===== src/rtl/router_pkg.sv =====
// Shared types and helpers for the router output-port arbiter.
package router_pkg;

    typedef enum logic [1:0] {
        S_IDLE    = 2'b00,
        S_GRANT   = 2'b01,
        S_RELEASE = 2'b10
    } arb_state_t;

    localparam int unsigned DEF_N_PORTS  = 4;
    localparam int unsigned DEF_MAX_HOLD = 64;

    // Widest configuration the round-robin helper supports.
    localparam int unsigned RR_MAX_PORTS = 16;
    localparam int unsigned RR_MAX_PTR_W = 4;

    typedef struct packed {
        logic                    valid;
        logic [RR_MAX_PTR_W-1:0] idx;
    } rr_pick_t;

    // First set bit of req, searching upward from ptr and wrapping at n_ports-1.
    // n_ports must be a power of two no larger than RR_MAX_PORTS.
    function automatic rr_pick_t rr_pick(
        input logic [RR_MAX_PORTS-1:0] req,
        input logic [RR_MAX_PTR_W-1:0] ptr,
        input int unsigned             n_ports
    );
        rr_pick_t    pick;
        int unsigned k;
        pick = '0;
        for (int unsigned i = 0; i < RR_MAX_PORTS; i++) begin
            k = (32'(ptr) + i) & (n_ports - 1);
            if ((i < n_ports) && !pick.valid && req[k[RR_MAX_PTR_W-1:0]]) begin
                pick.valid = 1'b1;
                pick.idx   = k[RR_MAX_PTR_W-1:0];
            end
        end
        return pick;
    endfunction

endpackage


===== src/rtl/router_oport_arb_rr_prio_enc.sv =====
// Round-robin priority stage: rotate requests so ptr lands on bit 0,
// priority-encode the rotated vector, then rotate the index back.
module rr_prio_enc
    import router_pkg::*;
#(
    parameter int unsigned N_PORTS = DEF_N_PORTS,
    parameter int unsigned PTR_W   = $clog2(N_PORTS)
) (
    input  logic [N_PORTS-1:0] req,
    input  logic [PTR_W-1:0]   ptr,
    output logic               valid,
    output logic [PTR_W-1:0]   idx
);

    logic [N_PORTS-1:0] rot;
    rr_pick_t           pick;

    // Rotate right by ptr; index arithmetic wraps naturally on PTR_W bits.
    always_comb begin
        rot = '0;
        for (int unsigned i = 0; i < N_PORTS; i++) begin
            rot[i] = req[PTR_W'(i) + ptr];
        end
    end

    assign pick  = rr_pick(RR_MAX_PORTS'(rot), '0, N_PORTS);

    // A zero-extended rotated vector can only yield an in-range index; the
    // range qualification keeps the full encoder result meaningful.
    assign valid = pick.valid && ({1'b0, pick.idx} < (RR_MAX_PTR_W + 1)'(N_PORTS));
    assign idx   = pick.idx[PTR_W-1:0] + ptr;

endmodule


===== src/rtl/router_oport_arb.sv =====
// Per-output-port round-robin arbiter. Grants one input for a whole frame,
// releases when the winner's frame ends, then idles one cycle before the
// next arbitration.
// Optional hold watchdog: define ROUTER_OPORT_ARB_TIMEOUT_EN.
module router_oport_arb
    import router_pkg::*;
#(
    parameter int unsigned N_PORTS  = DEF_N_PORTS,
    parameter int unsigned PTR_W    = $clog2(N_PORTS),
    parameter int unsigned MAX_HOLD = DEF_MAX_HOLD
) (
    input  logic               clk,
    input  logic               reset_n,
    input  logic [N_PORTS-1:0] i_req,
    input  logic [N_PORTS-1:0] i_frame,
    output logic [N_PORTS-1:0] o_gnt,
    output logic [PTR_W-1:0]   o_sel,
    output logic               o_busy,
    output logic               o_timeout
);

    if ((N_PORTS < 2) || (N_PORTS > RR_MAX_PORTS) || ((N_PORTS & (N_PORTS - 1)) != 0)) begin : g_bad_n_ports
        $error("router_oport_arb: N_PORTS must be a power of two in 2..16");
    end
    if (MAX_HOLD < 2) begin : g_bad_max_hold
        $error("router_oport_arb: MAX_HOLD must be at least 2");
    end

    arb_state_t         state, state_nxt;
    logic [N_PORTS-1:0] gnt_q, gnt_nxt;
    logic [PTR_W-1:0]   sel_q, sel_nxt;
    logic               busy_q, busy_nxt;
    logic [PTR_W-1:0]   rr_ptr, ptr_nxt;
    logic               pick_valid;
    logic [PTR_W-1:0]   pick_idx;
    logic               hold_expired;

    rr_prio_enc #(
        .N_PORTS (N_PORTS),
        .PTR_W   (PTR_W)
    ) u_prio (
        .req   (i_req),
        .ptr   (rr_ptr),
        .valid (pick_valid),
        .idx   (pick_idx)
    );

    // State, grant and pointer registers.
    always_ff @(posedge clk or negedge reset_n) begin
        if (!reset_n) begin
            state  <= S_IDLE;
            gnt_q  <= '0;
            sel_q  <= '0;
            busy_q <= 1'b0;
            rr_ptr <= '0;
        end else begin
            state  <= state_nxt;
            gnt_q  <= gnt_nxt;
            sel_q  <= sel_nxt;
            busy_q <= busy_nxt;
            rr_ptr <= ptr_nxt;
        end
    end

    // Arbitrate in idle, hold through the frame, release for one cycle.
    always_comb begin
        state_nxt = state;
        gnt_nxt   = gnt_q;
        sel_nxt   = sel_q;
        busy_nxt  = busy_q;
        ptr_nxt   = rr_ptr;
        case (state)
            S_IDLE: begin
                if (pick_valid) begin
                    state_nxt = S_GRANT;
                    gnt_nxt   = N_PORTS'(1) << pick_idx;
                    sel_nxt   = pick_idx;
                    busy_nxt  = 1'b1;
                end
            end
            S_GRANT: begin
                if (!i_frame[sel_q] || hold_expired) begin
                    state_nxt = S_RELEASE;
                    gnt_nxt   = '0;
                    busy_nxt  = 1'b0;
                    ptr_nxt   = sel_q + PTR_W'(1);
                end
            end
            S_RELEASE: begin
                state_nxt = S_IDLE;
            end
            default: begin
                state_nxt = S_IDLE;
                gnt_nxt   = '0;
                busy_nxt  = 1'b0;
            end
        endcase
    end

`ifdef ROUTER_OPORT_ARB_TIMEOUT_EN
    localparam int unsigned HOLD_W = $clog2(MAX_HOLD) + 1;

    logic [HOLD_W-1:0] hold_cnt;
    logic              timeout_q;

    // Hold counter: zero outside S_GRANT so it is clear on entry; saturates.
    always_ff @(posedge clk or negedge reset_n) begin
        if (!reset_n) begin
            hold_cnt <= '0;
        end else if (state != S_GRANT) begin
            hold_cnt <= '0;
        end else if (hold_cnt != '1) begin
            hold_cnt <= hold_cnt + HOLD_W'(1);
        end
    end

    assign hold_expired = (hold_cnt >= HOLD_W'(MAX_HOLD - 1));

    // One-cycle pulse when the grant is revoked while the frame is still up.
    always_ff @(posedge clk or negedge reset_n) begin
        if (!reset_n) begin
            timeout_q <= 1'b0;
        end else begin
            timeout_q <= (state == S_GRANT) && i_frame[sel_q] && hold_expired;
        end
    end

    assign o_timeout = timeout_q;
`else
    assign hold_expired = 1'b0;
    assign o_timeout    = 1'b0;
`endif

    assign o_gnt  = gnt_q;
    assign o_sel  = sel_q;
    assign o_busy = busy_q;

endmodule


===== config.mk =====
export PLATFORM = sky130hd
export DESIGN_NAME = router_oport_arb
export DESIGN_NICKNAME = d
export VERILOG_FILES = /design/src/rtl/router_pkg.sv /design/src/rtl/router_oport_arb_rr_prio_enc.sv /design/src/rtl/router_oport_arb.sv
export SDC_FILE = /design/constraint.sdc
export NUM_CORES = 1
export LEC_CHECK = 0
export ABC_AREA = 0
export CAP_MARGIN = 20
export CORE_MARGIN = 3
export CORE_UTILIZATION = 30
export DETAILED_ROUTE_END_ITERATION = 10
export GPL_TIMING_DRIVEN = 0
export PLACE_DENSITY = 0.55
export SYNTH_ARGS = -nofsm -noshare
export SYNTH_HDL_FRONTEND = slang
export SYNTH_HIERARCHICAL = 1
export SYNTH_SLANG_ARGS = --single-unit
export TNS_END_PERCENT = 100

===== constraint.sdc =====
create_clock -name clk -period 4.7 [get_ports clk]
set_clock_uncertainty 0.1 [all_clocks]
set_input_delay 0.47 -clock clk [delete_from_list [all_inputs] [get_ports clk]]
set_output_delay 0.47 -clock clk [all_outputs]
set_load 0.03 [all_outputs]

# Word-level counts from Yosys, hierarchy flattened
# Index checks and enable logic that the tools add are counted.
# op_classes
n_addsub	5
order_cmp	6
n_eq_ne	4
shift	1
mux	23
bitwise	2
n_reduce_logical	12
# op_table
cell	n
5-bit 2-to-1 mux	4
2-bit by 3-bit less-than comparator with 1-bit output (second input constant)	5
4-bit one-hot mux with 3 select lines	1
1-bit binary-select mux with 2-bit select	5
4-bit 2-to-1 mux	2
1-bit 2-to-1 mux	7
2-bit AND reduction	3
2-bit adder (first input constant)	2
1-bit logical AND	4
4-bit by 3-bit less-than comparator with 1-bit output (second input constant)	1
2-bit 2-to-1 mux	2
2-bit != test (second input constant)	2
2-bit one-hot mux with 2 select lines	1
1-bit by 2-bit left shift with 4-bit output (first input constant)	1
1-bit logical NOT	3
1-bit one-hot mux with 3 select lines	1
3-bit AND reduction	1
1-bit by 2-bit adder with 2-bit output (first input constant)	1
2-bit by 1-bit adder with 2-bit output (second input constant)	1
2-bit adder	1
2-bit by 1-bit equality test with 1-bit output (second input constant)	1
2-bit equality test (second input constant)	1
2-bit logical NOT	1
1-bit inverter	2
# word_totals
ff_bits	11
input_bits	10
out_inout_bits	8
word_cells	58

# Logic depth before layout (Yosys ltp)
# logic_depth
ltp_word	16
mapped_depth	11
mapped_depth_nobuf	10

# Hierarchy
# The synthesis kept the hierarchy.
# modules_own_cells
module	n_inst	cells_per_inst	area_per_inst_um2	seq_area_each_um2
router_oport_arb	1	60	663.1	275.3
rr_prio_enc	1	28	190.2	0.0

# Worst setup path after synthesis
# Ideal clock, no wire load.
# synth_path
kind	input to register
from	input port i_req[2]
to	register gnt_q[1] (netlist: o_gnt[1])
setup_time_ps	127
arrival_time_ps	2010
required_time_ps	4473
path_slack_ps	2463
path_stages	11
path_buffers	1
path_cell_list	buf_2 -> nor2_1 -> nor3_1 -> a21oi_1 -> o211ai_1 -> ha_1 -> xnor2_1 -> xnor2_1 -> and4bb_2 -> a21oi_1 -> o22ai_1
# synth_between
elab_chain_cells	16
word_cells_on_any_way	26
classes_between	add/sub: 1; order compare: 1; eq/ne: 1; shift: 1; mux: 14; reduce/logical: 8
# synth_rtl
item	line	source
from (decl)	router_oport_arb.sv:14	input logic [N_PORTS-1:0] i_req,
1-bit binary-select mux with 2-bit select	router_oport_arb_rr_prio_enc.sv:22	rot[i] = req[PTR_W'(i) + ptr];
1-bit 2-to-1 mux (not written as such)	router_oport_arb_rr_prio_enc.sv:22	
5-bit 2-to-1 mux	router_pkg.sv:34	if ((i < n_ports) && !pick.valid && req[k[RR_MAX_PTR_W-1:0]]) begin
1-bit logical NOT	router_pkg.sv:34	
1-bit logical AND	router_pkg.sv:34	
5-bit 2-to-1 mux	router_pkg.sv:34	
1-bit logical NOT	router_pkg.sv:34	
1-bit logical AND	router_pkg.sv:34	
5-bit 2-to-1 mux	router_pkg.sv:34	
1-bit logical NOT	router_pkg.sv:34	
1-bit logical AND	router_pkg.sv:34	
5-bit 2-to-1 mux (*)	router_pkg.sv:34	
2-bit adder (*)	router_oport_arb_rr_prio_enc.sv:31	assign idx = pick.idx[PTR_W-1:0] + ptr;
via pick_idx[1]	router_oport_arb.sv:35	logic [PTR_W-1:0] pick_idx;
1-bit by 2-bit left shift with 4-bit output (*)	router_oport_arb.sv:76	gnt_nxt = N_PORTS'(1) << pick_idx;
4-bit 2-to-1 mux (*)	router_oport_arb.sv:74	if (pick_valid) begin
4-bit one-hot mux with 3 select lines (*)	router_oport_arb.sv:72	case (state)
to (signal assigned)	router_oport_arb.sv:58	gnt_q <= gnt_nxt;
to (decl)	router_oport_arb.sv:30	logic [N_PORTS-1:0] gnt_q, gnt_nxt;
# Mark *: on every way through the listed nets, which the timed path passes. The rest lies on a longest branch. The select of a mux whose other input is x is not followed.
# A chain may end at the register's enable or synchronous reset.

# Final worst setup path
# layout_path
from	input port i_req[1]
to	register gnt_q[1] (netlist: o_gnt[1])
# Same word-level chain as after synthesis.

==> impl_metrics.csv <==
group,metric,value,unit
yosys,synth_compound_area_frac,0.216,
cells_and_area,mostFrequentLayoutCells,"15 x clkdlybuf4s50_1, 11 x dfrtp_1, 7 x inv_1",
route,drt_iter0_drc,30,
yosys,synth_xor_area_frac,0.0205,
floorplan,ios,18,
worst_setup_path,worstSetupEndpointType,"flip-flop",
worst_setup_path,crit_slowest_cell,"clkdlybuf4s50_1",
cells_and_area,finalNetCount,119,
route,m1WireLength,823,µm
pwr,finalPower,708,µW
cells_and_area,final_common_cell,"clkdlybuf4s50_1",
timing,grt_setup_unrepaired,"false",
cells_and_area,final_core_util,0.413,
cells_and_area,drive_gt1_frac,0.224,
cells_and_area,layout.cells.non_filler,137,
yosys,synth_edf_count,0,
worst_setup_path,start_kind,"primary input",
cts,tritoncts,"yes",
yosys,synth_nets,99,
timing,fin_crit,2.65,ns
worst_setup_path,ff2ff_path_depth,10,
cells_and_area,n_antenna_cell,0,
grt,track_usage,0.115,
worst_setup_path,crit_type,"primary input to flip-flop",
yosys,ys_seq_area_frac,0.323,
floorplan,fp.dieArea,3520,µm²
pwr,leakagePower,0.458,nW
job,maxCapViolCount,0,
worst_setup_path,r2r_end,"o_gnt[1]$_DFFE_PN0P_",
worst_setup_path,crit_family,"buffers and inverters",
route,wl_met2,851,µm
yosys,ys_warn_count,6,
timing,setup_viol,0,
floorplan,placementRows,18,
worst_setup_path,max_stage_delay,0.57,ns
timing,hold_slack,0.431,ns
placed_design,gp_congestion,0.811,
route,first_pass_iters,4,
worst_setup_path,cp.buffers_inverters,2,
yosys,synth_top_family_by_area,"compound AO/OA/AOI/OAI gates",
route,vias,701,
grt,grt_pass1_vias,710,
pwr,peakVddDrop,336,µV
worst_setup_path,crit_chain,"clkdlybuf4s50_1, inv_1, nor3_1, a31oi_1, o211ai_1, ha_1, xnor2_1, xnor2_1, and4bb_2, a21oi_1, o22ai_1",
yosys,yosys.area_share.simple,0.207,
timing,hold_viol,0,
yosys,yosys.cell_types.count,41,
worst_setup_path,cp_max_fo,6,
yosys,synthArstFlopShare,1.00,
placed_design,dp_hpwl,1.39,mm
grt,grt_pass1_wl,3.12,mm
route,dr_wl_met3,108,µm
route,drc,0,
pwr,power_density,663,nW/µm²
worst_setup_path,crit_required,4.75,ns
cts,insertion_delay,0.27,ns
yosys,synth_cells,88,
route,top_layer,"met4",
yosys,synth_fa_ha_area_frac,0.0147,
floorplan,core,2590,µm²
cells_and_area,flow.area_growth_from_synthesis,25.2,%
yosys,synthFlopType,"dfrtp_1",
worst_setup_path,crit_arrival,2.70,ns
yosys,syn_area,853,µm²
route,ant_nets,0,
route,routed_via_density,5.12,
placed_design,portBuffers,15,
cells_and_area,nFillCells,271,
yosys,avgSynthCellArea,9.70,µm²
timing,fmax,377,MHz
yosys,synth_seq_cells,11,
cts,cts_hold_buf,0,
cts,post_cts_resize_count,0,
cts,clk_pin_slew,0.08,ns
cts,cts.path.max_buffers,2,
grt,overflow,0,
worst_setup_path,cp_common_cell,"xnor2_1",
placed_design,dp_cells,133,
floorplan,die_x,59.3,µm
timing,slew_headroom,0.666,
cts,cts_setup_buffers,0,
cts,cts_root_buf,"clkbuf_4",
min_path,worstHoldPathType,"primary input to async pin",
cts,cts_max_level,1,
timing,fin_crit_sh,0.564,
worst_setup_path,r2r_setup_slack,2.34,ns
route,wl_per_cell,13.1,µm
timing,tightest_slew,0.500,ns
cts,cts_buffers,3,
floorplan,die_h,59.3,µm
floorplan,floorplan.initialDensity,0.329,
outcome,status,"finished clean",
cts,cts_sinks,11,
timing,finalMaxSlewViolations,0,
route,routed_wl,1.79,mm
yosys,muxShareOfSynthArea,0.117,
grt,antenna_found_initial,0,
grt,grt_max_degree,12,
worst_setup_path,reg2reg_from,"rr_ptr[0]$_DFFE_PN0P_",
timing,tns,0,ns
[cell type report]
type / instances / area, µm² / area share
multi-input cells: 63 / 494 / 0.463
clock buffers: 3 / 22.5 / 0.0211
clock inverters: 1 / 5.00 / 0.00468
inverters: 7 / 26.3 / 0.0246
well taps: 30 / 37.5 / 0.0351
repair buffers: 15 / 150 / 0.141
plain buffers: 7 / 57.6 / 0.0539
flip-flops and latches: 11 / 275 / 0.258
[metrics by stage]
stage               cell area, µm²  worst slack [ns]
global placement              1040              1.80
finish                        1070              2.05
detailed placement            1040              1.76
CTS                           1070              2.05
floorplan                      853              2.46
global route                  1070              1.81
[registers in the layout, indices dropped and copies added (netlist names)]
signal  cells
o_busy      1
o_gnt       4
o_sel       2
rr_ptr      2
state       2
[cell families (layout without fill, tap and decap cells)]
| group | after synthesis | count (layout) |
|---|---|---|
| simple gates | 27 | 27 |
| compound gates | 23 | 23 |
| buf+inv | 14 | 33 |
| flops | 11 | 11 |
| mux | 9 | 9 |
| xor+xnor | 2 | 2 |
| fa+ha+maj | 1 | 1 |
| other cells | 1 | 1 |
[synth_stat cells (2+ instances only)]
cell       n  area [µm²]
buf_4      2        15.0
nand2_1    4        15.0
mux2_2     4        45.0
buf_6      3        33.8
inv_1      7        26.3
dfrtp_1   11         275
o22ai_1    4        25.0
nor3_1     2        10.0
and4bb_2   2        25.0
nand2b_1   4        25.0
o22ai_2    2        25.0
a21oi_1    4        20.0
nor2_1     5        18.8
xnor2_1    2        17.5
mux2i_1    4        40.0
o21ai_0    3        15.0
[how the worst max path moves through the flow]
stage,start,cells past startpoint,endpoint,slack [ns]
after floorplan,i_req[2],11,o_gnt[1]$_DFFE_PN0P_,2.46
after global placement,i_req[0],11,o_gnt[1]$_DFFE_PN0P_,1.80
after detailed placement,i_req[0],11,o_gnt[1]$_DFFE_PN0P_,1.76
after CTS,i_req[0],11,o_gnt[1]$_DFFE_PN0P_,2.05
after global routing,i_req[1],11,o_gnt[1]$_DFFE_PN0P_,1.81
final,i_req[1],11,o_gnt[1]$_DFFE_PN0P_,2.05
[report_power, final]
part | leakage (nW) | switching, mW | internal, mW
sequential | 0.135 | 0.0378 | 0.135
combinational | 0.306 | 0.233 | 0.239
clock | 0.0177 | 0.0320 | 0.0314
[metal layers]
| metal | track usage | vias to the layer above |
|---|---|---|
| met2 | 0.190 | 19 |
| li1 | - | 351 |
| met4 | 0.0388 | 0 |
| met5 | 0 | - |
| met3 | 0.0218 | 2 |
| met1 | 0.150 | 329 |
Note: power is estimated with default switching activity, not from simulation.
